`src/rtl/usb_utm_tx_if.sv`:
```
// usb_utm_tx_if: UTMI transmit-side bundle between the protocol
// engine (master) and the FS transmit macrocell (slave).
interface usb_utm_tx_if;
  logic [1:0] op_mode;
  logic [7:0] data_in;
  logic       tx_valid;
  logic       tx_ready;
  logic       dp_tx;
  logic       dn_tx;
  logic       tx_oe;

  modport master (
    output op_mode,
    output data_in,
    output tx_valid,
    input  tx_ready,
    input  dp_tx,
    input  dn_tx,
    input  tx_oe
  );

  modport slave (
    input  op_mode,
    input  data_in,
    input  tx_valid,
    output tx_ready,
    output dp_tx,
    output dn_tx,
    output tx_oe
  );
endinterface

```
`src/rtl/usb_utm_tx.sv`:
```
// usb_utm_tx: full-speed USB transmit path, UTM side of UTMI.
// Adds SYNC, bit-stuffs, NRZI-encodes and appends EOP on D+/D-.
module usb_utm_tx #(
  parameter int CLK_DIV = 4
) (
  input  logic        clk,
  input  logic        rst,
  usb_utm_tx_if.slave bus
);
  localparam int CW = $clog2(CLK_DIV);

  typedef enum logic [2:0] {
    IDLE, SYNC, DATA, EOP_SE0, EOP_J
  } state_t;

  state_t        state;
  logic [CW-1:0] cnt;
  logic [7:0]    sr;
  logic [2:0]    rem;
  logic [2:0]    ones;
  logic          raw;
  logic          dp;
  logic          dn;
  logic          oe;
  logic          rdy;

  logic strobe;
  logic stuff;
  logic byte_end;
  logic out_bit;
  logic nxt_dp;
  logic abort;

  always_comb begin
    strobe   = cnt == CW'(CLK_DIV - 1);
    stuff    = !raw && ones == 3'd6;
    byte_end = rem == 3'd0;
    out_bit  = byte_end ? bus.data_in[0] : sr[0];
    abort    = bus.op_mode[0];
    // stuff bit is a forced 0, raw drives the bit level as-is
    if (stuff)
      nxt_dp = ~dp;
    else if (raw)
      nxt_dp = out_bit;
    else
      nxt_dp = out_bit ? dp : ~dp;
  end

  always_ff @(posedge clk) begin
    if (rst) begin
      state <= IDLE;
      cnt   <= '0;
      sr    <= '0;
      rem   <= '0;
      ones  <= '0;
      raw   <= 1'b0;
      dp    <= 1'b1;
      dn    <= 1'b0;
      oe    <= 1'b0;
      rdy   <= 1'b0;
    end else begin
      rdy <= 1'b0;
      cnt <= (strobe || state == IDLE) ? '0 : cnt + 1'b1;
      if (state != IDLE && abort) begin
        state <= IDLE;
        dp    <= 1'b1;
        dn    <= 1'b0;
        oe    <= 1'b0;
      end else begin
        unique case (state)
          IDLE: if (bus.tx_valid && !abort) begin
            oe   <= 1'b1;
            rem  <= 3'd7;
            ones <= '0;
            raw  <= bus.op_mode[1];
            if (bus.op_mode[1]) begin
              state <= DATA;
              sr    <= bus.data_in >> 1;
              rdy   <= 1'b1;
              dp    <= bus.data_in[0];
              dn    <= ~bus.data_in[0];
            end else begin
              // SYNC 0x80: first bit 0 goes out now as K
              state <= SYNC;
              sr    <= 8'h40;
              dp    <= 1'b0;
              dn    <= 1'b1;
            end
          end
          SYNC, DATA: if (strobe) begin
            if (stuff) begin
              ones <= '0;
              dp   <= nxt_dp;
              dn   <= ~nxt_dp;
            end else if (!byte_end || bus.tx_valid) begin
              dp   <= nxt_dp;
              dn   <= ~nxt_dp;
              ones <= out_bit ? ones + 3'd1 : '0;
              if (byte_end) begin
                sr    <= bus.data_in >> 1;
                rem   <= 3'd7;
                rdy   <= 1'b1;
                state <= DATA;
              end else begin
                sr  <= sr >> 1;
                rem <= rem - 3'd1;
              end
            end else if (raw) begin
              state <= IDLE;
              dp    <= 1'b1;
              dn    <= 1'b0;
              oe    <= 1'b0;
            end else begin
              state <= EOP_SE0;
              rem   <= 3'd1;
              dp    <= 1'b0;
              dn    <= 1'b0;
            end
          end
          EOP_SE0: if (strobe) begin
            if (rem != 3'd0) begin
              rem <= rem - 3'd1;
            end else begin
              state <= EOP_J;
              dp    <= 1'b1;
              dn    <= 1'b0;
            end
          end
          EOP_J: if (strobe) begin
            state <= IDLE;
            oe    <= 1'b0;
          end
          default: state <= IDLE;
        endcase
      end
    end
  end

  assign bus.tx_ready = rdy;
  assign bus.dp_tx    = dp;
  assign bus.dn_tx    = dn;
  assign bus.tx_oe    = oe;
endmodule

```
`src/flat_wrapper.sv`:
```
// flat-port wrapper written by rule: the top's interface ports become plain ports
module usb_utm_tx_flat 
#(
  parameter int CLK_DIV = 4
)
  (clk, rst, bus_op_mode, bus_data_in, bus_tx_valid, bus_tx_ready, bus_dp_tx, bus_dn_tx, bus_tx_oe);
  usb_utm_tx_if bus_i ();
  input  logic clk;
  input  logic rst;
  input wire logic [$bits(bus_i.op_mode)-1:0] bus_op_mode;
  input wire logic [$bits(bus_i.data_in)-1:0] bus_data_in;
  input wire logic [$bits(bus_i.tx_valid)-1:0] bus_tx_valid;
  output wire logic [$bits(bus_i.tx_ready)-1:0] bus_tx_ready;
  output wire logic [$bits(bus_i.dp_tx)-1:0] bus_dp_tx;
  output wire logic [$bits(bus_i.dn_tx)-1:0] bus_dn_tx;
  output wire logic [$bits(bus_i.tx_oe)-1:0] bus_tx_oe;
  assign bus_i.op_mode = bus_op_mode;
  assign bus_i.data_in = bus_data_in;
  assign bus_i.tx_valid = bus_tx_valid;
  assign bus_tx_ready = bus_i.tx_ready;
  assign bus_dp_tx = bus_i.dp_tx;
  assign bus_dn_tx = bus_i.dn_tx;
  assign bus_tx_oe = bus_i.tx_oe;
  usb_utm_tx #(.CLK_DIV(CLK_DIV)) u_core (.clk(clk), .rst(rst), .bus(bus_i));
endmodule
```
`config.mk`:
```
export PLATFORM = sky130hd
export DESIGN_NAME = usb_utm_tx_flat
export DESIGN_NICKNAME = d
export VERILOG_FILES = /design/src/rtl/usb_utm_tx_if.sv /design/src/rtl/usb_utm_tx.sv /design/src/flat_wrapper.sv
export SDC_FILE = /design/constraint.sdc
export NUM_CORES = 1
export LEC_CHECK = 0
export BUFFER_PORTS_ARGS = -buffer_cell sky130_fd_sc_hd__buf_4
export CORE_MARGIN = 2
export CORE_UTILIZATION = 52
export CTS_CLUSTER_SIZE = 12
export DETAILED_ROUTE_END_ITERATION = 10
export GPL_ROUTABILITY_DRIVEN = 1
export MAX_ROUTING_LAYER = met4
export PLACE_DENSITY = 0.86
export SYNTH_ARGS = -nofsm -noshare
export SYNTH_HDL_FRONTEND = slang
export SYNTH_SLANG_ARGS = --single-unit
```
`constraint.sdc`:
```
create_clock -name clk -period 1.96 [get_ports clk]
set_input_delay 0.294 -clock clk [delete_from_list [all_inputs] [get_ports clk]]
set_output_delay 0.294 -clock clk [all_outputs]
set_load 0.005 [all_outputs]
```
== Word level (Yosys, flattened, before mapping) ==
Cells that the tools add are included.
Storage, ports and cells
  output and inout bits: 4
  bits in registers: 24
  input port bits: 13
  word-level logic and storage cells: 129
Cells by class
  reductions and logical operators: 25
  muxes and demuxes: 68
  bitwise gates (word level): 4
  equality and inequality tests: 19
  $add $sub $neg: 3
Operators by type and width (number)
  $mux W3: 21
  $mux W8: 4
  $mux W1: 31
  $pmux W8 S2: 1
  $mux W7: 2
  $reduce_and A7 Y1: 2
  $ne A2 B1 Y1 const B: 6
  $pmux W3 S4: 1
  $reduce_bool A3 Y1: 4
  $reduce_and A5 Y1: 2
  $pmux W1 S3: 3
  $pmux W3 S3: 1
  $ne A2 B2 Y1 const B: 4
  $reduce_and A8 Y1: 1
  $eq A3 B2 Y1 const B: 2
  $eq A3 B3 Y1 const B: 2
  $logic_not A3 Y1: 2
  $pmux W3 S2: 1
  $reduce_and A6 Y1: 1
  $reduce_or A2 Y1: 3
  $mux W2: 2
  $not A1 Y1: 4
  $add A3 B1 Y3 const B: 1
  $eq A3 B1 Y1 const B: 1
  12 further kinds: 17

== Depth between registers and ports, before layout ==
  word-level depth: 10
  gate-level depth with buffers: 8
  gate-level depth less buffers: 7

== Worst setup path before layout ==
No wires, ideal clock.
  kind: register to register
  start point: register u_core.cnt[0]
  end point: register u_core.rem[0]
  setup slack: 0.033 ns
  clock period less this slack: 1.927 ns
  stages on the path, launching flop included: 9
  setup time: 0.135 ns
  path buffers: 2
  required time: 1.825 ns
  data arrival time: 1.792 ns
  cell sequence: dfxtp_1 -> ha_1 -> buf_2 -> nor3b_1 -> a2111o_1 -> buf_6 -> a211o_4 -> nor4_1 -> a211oi_1
Between the ends
  word-level cells in the longest chain between the ends: 3
  elaborated cells between the ends (all ways): 4
  classes of those cells: eq/ne: 3; reduce/logical: 1
RTL lines
  from (decl): line usb_utm_tx.sv:17  | logic [CW-1:0] cnt;
  from (signal assigned): line usb_utm_tx.sv:63  | cnt <= (strobe || state == IDLE) ? '0 : cnt + 1'b1;
  $eq A2 B2 Y1 *: line usb_utm_tx.sv:35  | strobe = cnt == CW'(CLK_DIV - 1);
  $ne A2 B1 Y1 (no source line)
  $reduce_and A8 Y1 (no source line) *
  to (signal assigned): line usb_utm_tx.sv:106  | rem <= rem - 3'd1;
  to (signal assigned): line usb_utm_tx.sv:122  | rem <= rem - 3'd1;
  to (decl): line usb_utm_tx.sv:19  | logic [2:0] rem;
Mark *: on every way between the ends. The rest lies on a longest branch, timed or not.
A chain may end at the register's enable or synchronous reset.

== Worst setup path after layout ==
  start point: register u_core.rem[0]
  end point: register u_core.rem[0]
Between the ends
  word-level cells in the longest chain between the ends: 7
  elaborated cells between the ends (all ways): 15
  classes of those cells: add/sub: 1; eq/ne: 2; mux: 7; reduce/logical: 5
RTL lines
  parallel branches: the longest is 7 deep, another holds $sub A3 B1 Y3
Several ways; the timed one is not identified. The select of a mux whose other input is x is not followed.

==> impl_results.md <==
- Critical Path RT: 2.21 ns
- Die ar.: 3510 um2
- Yosys top cell area share: 29.0%
- Initial DRC count: about 110
- Worst hold path class: in2reg
- Sw frac: 43.2%
- Clock buffer depth: 2
- # diodes: 0
- Root buf cell: clkbuf_4
- Tcrit/Tclk final: 94.8%
- Drt pass-1 iters: 7
- Fin crit period: 1.86 ns
- RSZ-0062 raised after global routing: yes
- Share of power burned in registers: 30.3%
- H-tree depth: 1
- Routed Wire Length: 3990 um
- Mean area per synthesized cell: approximately 7.8 um2
- CTS tree: done
- Crit path DAT: between 2 and 2.5 ns
- Hold_ws: 0.224 ns
- Register bit total from synthesis: 23
- Switching power: 0.930 mW
- Combinational power share: 58.9%
- Critical path fanouts, max: 6
- Mean routed wirelength per cell: between 15 and 20 um
- Placed Cells: 257
- Yosys cell types: 51
- GRT overflow: 0
- EDFF count, synth: 0
- Fin. max-slew vios: 0
- Vias/cell: 6.45
- Buffers on Ports: 16
- Number of global-route vias before repair: 1524
- Max-Slew Margin vs Limit: a little over two thirds
- Asr flop ratio synth: 0%
- Internal cell power: about 1.2 mW
- Die X: 59.3 um
- Setup violations, final: 0
- Synth Warn #: 0
- Post-CTS Setup Inserts: 0
- Area grow syn2layout: 20.8%
- Fill count: 254
- Fin. Hold Viols: 0
- Endpoint type of the worst setup path: register
- Chip Height: 59.3 um
- Status: complete, no violations
- Largest net degree at the start of global routing: 21
- Worst Tran Pin Value: 0.439 ns
- Overall power: 2.15 mW
- Worst-path clk slew: between 0.1 and 0.15 ns
- Commonest cells after routing, fill and taps aside: buf_4 (36), a21oi_1 (20), dfxtp_1 (20)
- Synth Instances: 203
- Share of layout cells above drive strength 1: between 20% and 30%
- Clock group share of total power: 10.9%
- Antenna violations before repair: 0
- CTS Sinks: 23
- Worst skew pair latency: approximately 0.32 ns
- CTS buffer count: 3
- First-pass GRT wire length: 6820 um
- Max cap viols: 0
- Remaining DRCs: 0
- Fmax: 0.538 GHz
- Crit start category: register
- Dpl ws: roughly 0.031 ns
- Register area share after synthesis: 29.0%
- Most frequently used flop master after synthesis: dfxtp_1
- ANT nets after route: 0
- Cell Area, Synth: 1590 um2
- Io pins: 17
- Cell area power density: around 1100 nW/um2
- Mapped Nets: about 220
- Row Count: 20
- Core area: 2980 um2
- Commonest non-fill, non-tap cell in the layout: buf_4
- Initial Utilization: 53.3%
- Via count: 1684
- P_leak: 0.718 nW
- Top cells by area, synth: dfxtp_1 (29%), a21oi_1 (6.3%), o21ai_0 (6.3%)
- Nets: 247
- Critical path type: reg2reg
- Hold-fix buffer count after cts: 0
- Max VDD drop: 489 uV
- Clock Skews: 0.0116 ns
- Leading area contributor after synthesis: dfxtp_1
- Post-Layout Cell Count: 261
- Post-DP HPWL: 2970 um
- Setup WS post-layout: 0.103 ns
- GP Congestion: between 0.9 and 1
- Tot GR Track Use: 25.9%
==> cell usage after synthesis (2+ instances only) <==
cell      number
and3_1         2
nor2b_1       13
a22oi_1        3
a32oi_1        6
a31oi_1        7
or3_1          3
clkbuf_1      11
nor3b_1        2
buf_2          2
a211oi_1       3
o21bai_1       2
nand3b_1       4
ha_1           5
nor4b_1        3
o21ai_0       20
nor4_1         4
o211ai_1       3
a311oi_1       2
dfxtp_1       23
inv_1          8
a21oi_1       20
xnor2_1        2
nor2_1        13
nor3_1         5
nand2_1       11
==> logic make-up (layout without fill, tap and decap cells) <==
| kind of cell | count (synthesis) | after routing | synth area share (%) |
|---|---|---|---|
| muxes | 2 | 2 | 1.34 |
| and+or+nand+nor | 68 | 68 | 24.7 |
| DFF | 23 | 23 | 29.0 |
| AOI/OAI and AO/OA | 79 | 79 | 33.0 |
| xor gates and xnor gates | 2 | 2 | 1.10 |
| buffers and inverters | 23 | 48 | 6.30 |
| adders and majority gates | 6 | 6 | 4.57 |
==> sequential cells by signal, summed over array words and instances, names as in the netlist <==
register and flops:
u_core.bus.dn_tx 1, u_core.bus.tx_oe 1, u_core.bus.tx_ready 1, u_core.bus.dp_tx 1, u_core.sr 7, u_core.cnt 2, u_core.rem 3, u_core.state 3
u_core.raw 1, u_core.ones 3
==> worst paths after layout <==
kind | from | to | slack (ns) | cells past startpoint
setup / recovery | u_core.rem[0] | u_core.rem[0] | 0.10 | 7
hold / removal | bus_data_in[2] | u_core.sr[1] | 0.22 | 3
hold reg to reg | u_core.cnt[0] | u_core.cnt[0] | 0.45 | 1
setup reg to reg | u_core.rem[0] | u_core.rem[0] | 0.10 | 7
==> routing by layer <==
layer / GRT usage [%] / wire length, um / part of all wire, %
met1: 33.4 / 1810 / 45
met2: 41.0 / 1870 / 47
met3: 3.28 / 276 / 6.9
met4: 10.4 / 44 / 1.1
met5: - / 0 / 0
==> timing repair <==
item | CTS | global route
resized for setup | 2 | 14
endpoints found under the setup margin | 2 | 18
pin swaps | 0 | 1
==> per-stage QoR <==
| stage | setup TNS [ns] | utilization [%] | cell area [um2] |
|---|---|---|---|
| after global placement | 0 | 61.4 | 1830 |
| after CTS | 0 | 62.6 | 1870 |
| after detailed placement | 0 | 61.4 | 1830 |
| final | 0 | 64.4 | 1920 |
| after global routing | -0.0377 | 64.4 | 1920 |
| after floorplan | 0 | - | 1590 |
==> layout make-up <==
type | instances | area (um2) | area share (%)
clock buffer | 3 | 22.5 | 1.17
clock inverter | 1 | 7.51 | 0.391
inverter | 8 | 30.0 | 1.57
multi-input combinational | 157 | 1080 | 56.4
sequential | 23 | 464 | 24.2
tap | 33 | 41.3 | 2.15
timing repair buffer | 36 | 270 | 14.1
==> power by group through the flow <==
| stage | Combinational (mW) | Clock [mW] | Sequential, mW |
|---|---|---|---|
| 6_report | 1.27 | 0.234 | 0.652 |
| 5_1_grt | 1.40 | 0.271 | 0.666 |
| 4_1_cts | 1.20 | 0.244 | 0.639 |
| 3_5_place_dp | 1.19 | 0 | 0.649 |
| 3_3_place_gp | 1.16 | 0 | 0.648 |
| 2_1_floorplan | 0.811 | 0 | 0.626 |
==> critical path: stages (launching register included) <==
cell	delay [ns]
dfxtp_1	0.32
inv_1	0.11
ha_2	0.24
or4bb_1	0.53
nand2_1	0.12
a211o_4	0.18
nor4_1	0.05
a211oi_1	0.22
Power figures use the tool's default switching activity.
